### src/rtl/regfile_operand_fetch.sv
// Operand fetch / write-back initiator for a 3-read, 1-write register file.
// Runs one ARM data-processing instruction at a time: decode, read, issue, write back.
module regfile_operand_fetch #(
  parameter int DATA_W    = 32,
  parameter int PC_OFFSET = 8
) (
  input  logic              clk,
  input  logic              Rst,
  input  logic              Inst_Valid,
  input  logic [31:0]       Inst,
  input  logic [DATA_W-1:0] PC_In,
  output logic              Inst_Ready,
  output logic [3:0]        R_Addr_A,
  output logic [3:0]        R_Addr_B,
  output logic [3:0]        R_Addr_C,
  input  logic [DATA_W-1:0] R_Data_A,
  input  logic [DATA_W-1:0] R_Data_B,
  input  logic [DATA_W-1:0] R_Data_C,
  output logic [DATA_W-1:0] Op_A,
  output logic [DATA_W-1:0] Op_B,
  output logic [DATA_W-1:0] Op_C,
  output logic              Op_Valid,
  input  logic              Op_Ready,
  input  logic              Res_Valid,
  input  logic [DATA_W-1:0] Res_Data,
  input  logic              Res_Write,
  output logic              Res_Ready,
  output logic [3:0]        W_Addr,
  output logic [DATA_W-1:0] W_Data,
  output logic              Write_Reg,
  output logic              PC_Load,
  output logic [DATA_W-1:0] PC_Data
);

  // Handshakes: a transfer happens on a rising edge where valid and ready are
  // both high; the offering side holds its payload stable until that edge.

  typedef enum logic [2:0] {
    S_IDLE,
    S_READ,
    S_ISSUE,
    S_WAIT_RES,
    S_WRITE
  } state_t;

  localparam logic [3:0] PC_REG = 4'hF;

  state_t            state_q, state_d;
  logic [3:0]        rn_q, rn_d, rd_q, rd_d, rs_q, rs_d, rm_q, rm_d;
  logic [DATA_W-1:0] pc_q, pc_d;
  logic [DATA_W-1:0] op_a_q, op_a_d, op_b_q, op_b_d, op_c_q, op_c_d;
  logic [3:0]        w_addr_q, w_addr_d;
  logic [DATA_W-1:0] w_data_q, w_data_d;
  logic              pc_load_q, pc_load_d;
  logic [DATA_W-1:0] pc_data_q, pc_data_d;
  logic [DATA_W-1:0] pc_read;

  // Only the register fields are decoded; the rest of the word is ignored.
  logic unused_inst_bits;
  assign unused_inst_bits = ^{Inst[31:20], Inst[7:4]};

  // R15 reads as the pipeline-visible PC, wrapping at DATA_W bits.
  assign pc_read = pc_q + DATA_W'(PC_OFFSET);

  always_comb begin
    state_d   = state_q;
    rn_d      = rn_q;
    rd_d      = rd_q;
    rs_d      = rs_q;
    rm_d      = rm_q;
    pc_d      = pc_q;
    op_a_d    = op_a_q;
    op_b_d    = op_b_q;
    op_c_d    = op_c_q;
    w_addr_d  = w_addr_q;
    w_data_d  = w_data_q;
    pc_load_d = 1'b0;
    pc_data_d = pc_data_q;
    case (state_q)
      S_IDLE: begin
        if (Inst_Valid) begin
          rn_d    = Inst[19:16];
          rd_d    = Inst[15:12];
          rs_d    = Inst[11:8];
          rm_d    = Inst[3:0];
          pc_d    = PC_In;
          state_d = S_READ;
        end
      end
      S_READ: begin
        op_a_d  = (rn_q == PC_REG) ? pc_read : R_Data_A;
        op_b_d  = (rm_q == PC_REG) ? pc_read : R_Data_B;
        op_c_d  = (rs_q == PC_REG) ? pc_read : R_Data_C;
        state_d = S_ISSUE;
      end
      S_ISSUE: begin
        if (Op_Ready) state_d = S_WAIT_RES;
      end
      S_WAIT_RES: begin
        if (Res_Valid) begin
          if (!Res_Write) begin
            state_d = S_IDLE;
          end else if (rd_q == PC_REG) begin
            pc_load_d = 1'b1;
            pc_data_d = Res_Data;
            state_d   = S_IDLE;
          end else begin
            w_addr_d = rd_q;
            w_data_d = Res_Data;
            state_d  = S_WRITE;
          end
        end
      end
      S_WRITE: state_d = S_IDLE;
      default: state_d = S_IDLE;
    endcase
  end

  always_ff @(posedge clk) begin
    if (!Rst) begin
      state_q   <= S_IDLE;
      rn_q      <= '0;
      rd_q      <= '0;
      rs_q      <= '0;
      rm_q      <= '0;
      pc_q      <= '0;
      op_a_q    <= '0;
      op_b_q    <= '0;
      op_c_q    <= '0;
      w_addr_q  <= '0;
      w_data_q  <= '0;
      pc_load_q <= 1'b0;
      pc_data_q <= '0;
    end else begin
      state_q   <= state_d;
      rn_q      <= rn_d;
      rd_q      <= rd_d;
      rs_q      <= rs_d;
      rm_q      <= rm_d;
      pc_q      <= pc_d;
      op_a_q    <= op_a_d;
      op_b_q    <= op_b_d;
      op_c_q    <= op_c_d;
      w_addr_q  <= w_addr_d;
      w_data_q  <= w_data_d;
      pc_load_q <= pc_load_d;
      pc_data_q <= pc_data_d;
    end
  end

  assign Inst_Ready = (state_q == S_IDLE);
  assign Op_Valid   = (state_q == S_ISSUE);
  assign Res_Ready  = (state_q == S_WAIT_RES);
  assign Write_Reg  = (state_q == S_WRITE);
  assign R_Addr_A   = rn_q;
  assign R_Addr_B   = rm_q;
  assign R_Addr_C   = rs_q;
  assign Op_A       = op_a_q;
  assign Op_B       = op_b_q;
  assign Op_C       = op_c_q;
  assign W_Addr     = w_addr_q;
  assign W_Data     = w_data_q;
  assign PC_Load    = pc_load_q;
  assign PC_Data    = pc_data_q;

endmodule
### config.mk
export PLATFORM = sky130hd
export DESIGN_NAME = regfile_operand_fetch
export DESIGN_NICKNAME = d
export VERILOG_FILES = /design/src/rtl/regfile_operand_fetch.sv
export SDC_FILE = /design/constraint.sdc
export NUM_CORES = 1
export LEC_CHECK = 0
export CAP_MARGIN = 5
export CORE_MARGIN = 4
export CORE_UTILIZATION = 43
export DETAILED_ROUTE_END_ITERATION = 16
export HOLD_SLACK_MARGIN = 0.02
export PLACE_DENSITY = 0.88
export SYNTH_ARGS = -nofsm -noshare
export SYNTH_HDL_FRONTEND = slang
export SYNTH_SLANG_ARGS = --single-unit
export TNS_END_PERCENT = 10
### constraint.sdc
create_clock -name clk -period 2.2 [get_ports clk]
set_input_delay 0.44 -clock clk [delete_from_list [all_inputs] [get_ports clk]]
set_output_delay 0.44 -clock clk [all_outputs]
set_load 0.01 [all_outputs]
# Word level (Yosys, flattened, before mapping)

Cells that the tools add are included.

Flip-flop bits (word level): 216
Output and inout port bits: 181
Bits of input ports: 198

Eq/ne operators: 11
Bitwise logic cells: 1
Reductions and logical operators: 6
Mux-type cells: 10
Add/sub/neg operators: 1

Operators by type and width:

| cell                    | number |
|---|---|
| $mux W32                | 3 |
| $add A32 B4 Y32 const B | 1 |
| $eq A4 B4 Y1 const B    | 4 |
| $mux W3                 | 5 |
| $pmux W3 S4             | 1 |
| $reduce_and A4 Y1       | 3 |
| $eq A3 B2 Y1 const B    | 2 |
| $ne A2 B2 Y1 const B    | 2 |
| $eq A3 B1 Y1 const B    | 1 |
| $eq A3 B3 Y1 const B    | 1 |
| $logic_not A3 Y1        | 1 |
| $reduce_and A3 Y1       | 1 |
| $ne A2 B1 Y1 const B    | 1 |
| $reduce_and A2 Y1       | 1 |
| $mux W1                 | 1 |
| $not A1 Y1              | 1 |

# Depth between registers and ports, before layout

Depth after elaboration: 5
Gate-level depth with buffers: 7
Gate-level depth less buffers: 6

# Worst setup path after synthesis

Ideal clock, no wire load.

Path kind: flip-flop to flip-flop
From: register pc_q[3]
To: register op_b_q[23] (netlist: Op_B[23])
Arrival: 1.674 ns
Path buffers: 1
Period minus slack after synthesis: 1.806 ns
Slack: 0.394 ns
Setup time: 0.132 ns
Stages on the path, launching flop included: 8
Path through: dfxtp_1 > ha_1 > and4_1 > buf_2 > nand4_1 > o21a_1 > nor4_1 > nor3_1

Longest elaborated chain between the ends: 2

Ends and longest elaborated chain:

| what                     | line | source |
|---|---|---|
| start: declaration       | 50   | `logic [DATA_W-1:0] pc_q, pc_d;` |
| start signal: assignment | 140  | `pc_q <= pc_d;` |
| $add A32 B4 Y32          | 63   | `assign pc_read = pc_q + DATA_W'(PC_OFFSET);` |
| $mux W32                 | 92   | `op_b_d = (rm_q == PC_REG) ? pc_read : R_Data_B;` |
| end signal: assignment   | 142  | `op_b_q <= op_b_d;` |
| end: declaration         | 51   | `logic [DATA_W-1:0] op_a_q, op_a_d, op_b_q, op_b_d, op_c_q, op_c_d;` |

Every way passes these cells.
A chain may end at the register's enable or synchronous reset.

# Final worst setup path

From: register pc_q[3]
To: register op_a_q[25] (netlist: Op_A[25])

Longest elaborated chain between the ends: 2

Ends and longest elaborated chain:

| what                   | line | source |
|---|---|---|
| $add A32 B4 Y32        | 63   |  |
| $mux W32               | 91   | `op_a_d = (rn_q == PC_REG) ? pc_read : R_Data_A;` |
| end signal: assignment | 141  | `op_a_q <= op_a_d;` |
| end: declaration       | 51   |  |

Every way passes these cells.

==> run summary <==
Min-delay src - Op_B[30]$_SDFFE_PN0P_
Yosys cell types - 48
Crit-path max FO - 6
DR pass1 iterations - 5
Drt total wl - 34.2 mm
Die Wd - 151 microns
Cell area after layout - 13800 sq um
Die height - 151 microns
Placed cell area - 12900 sq um
Avg Inst Size Synth - 8.09 sq um
Cell taking the most area after synthesis - dfxtp_1
Port-buffer cells - 362
WHS Endpoint - Op_B[30]$_SDFFE_PN0P_
FF-to-FF path depth - 7
Power Dens Cells - 729 nW/um^2
Fin. Hold Viols - 0
Most frequent cells in the layout - 360 x clkdlybuf4s50_1, 288 x nand2_1, 213 x dfxtp_1
Clock-pin slew on the worst setup and hold paths - 60 ps
Hold Path Depth - 2
First-pass GRT wire length - 50.8 mm
Hold-fix buffer count after cts - 0
All-Layer GR Usage - 28.2%
Worst hold path type - register to register
Clk Latency, worst-skew pair - 510 ps
Critical path, cell by cell - ha_1 -> and4_4 -> buf_4 -> nand4_4 -> o31a_1 -> nor3_1 -> o21ai_0
Antenna violations before repair - 3
Period utilization - 97.4%
XOR/XNOR Fraction of Synth Area - 1.59%
Pre-CTS setup slack - 52.7 ps
Final Setup Violations - 0
Post-layout worst setup margin - 57.3 ps
VDD IR max - 0.719 mV
Max cap viols - 0
Fin Setup TNS - 0 ps
Largest net degree at the start of global routing - 55
Hpwl dp - 25.0 mm
CORE AREA - 20200 sq um
# fillers - 1526
Psw - 0.00253 W
Synthesized flop and latch total - 216
TritonCTS clock tree - yes
Leak pwr - 4.89 nW
RSZ-0062 raised after global routing - yes
CP startpoint kind - register
Synth area leaders - dfxtp_1 49%, nand2_1 12%, a21oi_1 7.8%
Combinational Power Share - 15.4%
Grt ovf - 0
Crit path time final - 2140 ps
Syn. warnings - 0
Register area share after synthesis - 49.0%
Simple-gate share of the synthesized area - 23.5%
Area grow syn2layout - 56.8%
Synth top area share - 49.0%
Syn_nets - 1290
Post-layout util - 68.4%
Sw Ratio - 25.1%
Worst-Margin Slew - 544 ps
Vias - 9640
TritonCTS Buffers - 24
Area of the multi-input gates - 4170 sq um
1st-iter DRT viols - 589
WP data arrival - 2510 ps
Fmax - 0.467 GHz
Worst Path Required - 2570 ps
Sequential power share - 42.7%
Reg2Reg Setup Slack - 60 ps
Initial Util - 43.6%
Layout cell share with drive strength beyond 1 - 8.59%
Routed length per instance - 19.8 microns
Clock share of power - 41.9%
Post-synthesis mux area share - 1.13%
Most common cell after layout, fill and taps aside - clkdlybuf4s50_1
Core Rows - 52
Setup CP Type - register to register
Global placement routability congestion - 0.913
Status - completed
Clock sink total - 216
Synth Area in Compound Gates - 20.3%
Die area - 22900 sq um
Capturing point of the worst reg2reg path - Op_A[25]$_SDFFE_PN0P_
DRC Markers - 0
Worst path slowest cell - dfxtp_1
Drt via density - 5.57
H-tree levels - 1
Buffer depth of the longest clock path - 3
Max_slew headroom - 63.5%
Root Buffer - clkbuf_16
Nets - 1638
Max stage delay on crit path - 400 ps
Antenna Nets Post-Route - 0
Setup crit end kind - register
Slew Limit Fails - 0
Main combinational cell family by area after synthesis - simple AND/OR/NAND/NOR gates
Synthesized cell area - 8830 sq um
IO Count - 379
R2r startpoint - pc_q[3]$_SDFFE_PN0P_
Clock Skew - 10.2 ps
Sequential Area - 4330 sq um
Vias in the first global route - 9542
P_int - 0.00756 W
Setup bufs post-CTS - 0
Adder-Cell Fraction of Synth Area - 0.142%
Syn Inst Count - 1091
==> worst max-delay path, delay by kind of cell (launching register included) <==
kind / cells / cell delay, ps
flops: 1 / 400
fa+ha+maj: 1 / 250
simple gates: 3 / 680
compound gates: 2 / 520
buf+inv: 1 / 150
==> layer usage <==
metal  vias up  routed length [microns]  GRT usage [%]
met5         -                        8              0
met4         2                     1620           13.2
met3        88                     4000           9.43
met2       535                    16500           48.4
met1      4506                    12100           31.4
li1       4509                        -              -
==> power groups by stage <==
| stage | clock [W] | combinational, W | sequential [W] |
|---|---|---|---|
| after floorplan | 0 | 0.000537 | 0.00442 |
| after global placement | 0 | 0.00150 | 0.00437 |
| after detailed placement | 0 | 0.00153 | 0.00439 |
| after CTS | 0.00429 | 0.00154 | 0.00430 |
| after global routing | 0.00445 | 0.00166 | 0.00433 |
| final | 0.00423 | 0.00155 | 0.00431 |
==> stage by stage <==
stage / hold WS [ps] / total power [W] / std cells
after global routing: 464 / 0.0104 / 1728
after global placement: 433 / 0.00587 / 1683
after CTS: 449 / 0.0101 / 1726
final: 448 / 0.0101 / 1731
after detailed placement: 438 / 0.00592 / 1683
after floorplan: 445 / 0.00496 / 1091
==> how the worst max path moves through the flow <==
stage	depth (start not counted)	endpoint	slack, ps	start
after floorplan	7	Op_B[23]$_SDFFE_PN0P_	390	pc_q[3]$_SDFFE_PN0P_
after global placement	5	Op_C[23]$_SDFFE_PN0P_	100	pc_q[8]$_SDFFE_PN0P_
after detailed placement	6	Op_C[23]$_SDFFE_PN0P_	50	pc_q[3]$_SDFFE_PN0P_
after CTS	3	Write_Reg	10	state_q[0]$_SDFFE_PN0P_
after global routing	3	Write_Reg	-20	state_q[0]$_SDFFE_PN0P_
final	7	Op_A[25]$_SDFFE_PN0P_	60	pc_q[3]$_SDFFE_PN0P_
==> logic make-up after synthesis <==
| family | count (synthesis) |
|---|---|
| AO/OA/AOI/OAI | 302 |
| flip-flops | 216 |
| AND/OR/NAND/NOR | 456 |
| multiplexers | 10 |
| XOR/XNOR | 16 |
| adder cells (fa/ha/maj) | 1 |
| buffers and inverters | 90 |
==> flip-flops by register name, indices dropped and copies added, names as in the netlist <==
signal,cells
Op_B,32
pc_q,32
rd_q,4
Op_C,32
state_q,3
W_Addr,4
PC_Data,32
Op_A,32
W_Data,32
PC_Load,1
R_Addr_A,4
R_Addr_B,4
R_Addr_C,4
==> what timing repair did <==
item                                    4_1_cts  5_1_grt
pin swaps                                     0        0
endpoints found under the setup margin        4       16
gates resized for setup                       6        9
==> cell type report <==
| class | count | area share (%) |
|---|---|---|
| sequential | 216 | 31.3 |
| multi-input combinational | 785 | 30.1 |
| timing repair buffer | 409 | 29.9 |
| clock buffer | 32 | 5.07 |
| tap | 270 | 2.44 |
| clock inverter | 11 | 1.01 |
| inverter | 3 | 0.0994 |
| antenna | 5 | 0.0904 |
==> synth_stat cells (all sizes together) <==
cell type    n
clkbuf      54
o31a         9
nand2      290
nor2        55
ha           1
or2          1
a211oi      18
buf         33
a32oi        6
o21ai       72
nand3b       1
and4         9
dfxtp      216
o21a         2
o31ai        6
xnor2       11
nor4        13
clkinv       1
a21oi      137
a2111oi      1
xor2         5
o221a        3
and2         9
nand4       20
and3         5
a311oi      12
o22ai       12
a22oi        9
nor3        30
mux2i       10
nand2b       1
o211ai       3
nor2b        3
a222oi       6
nand3       18
inv          2
a21o         6
and2b        1
(Power assumes the default switching activity.)
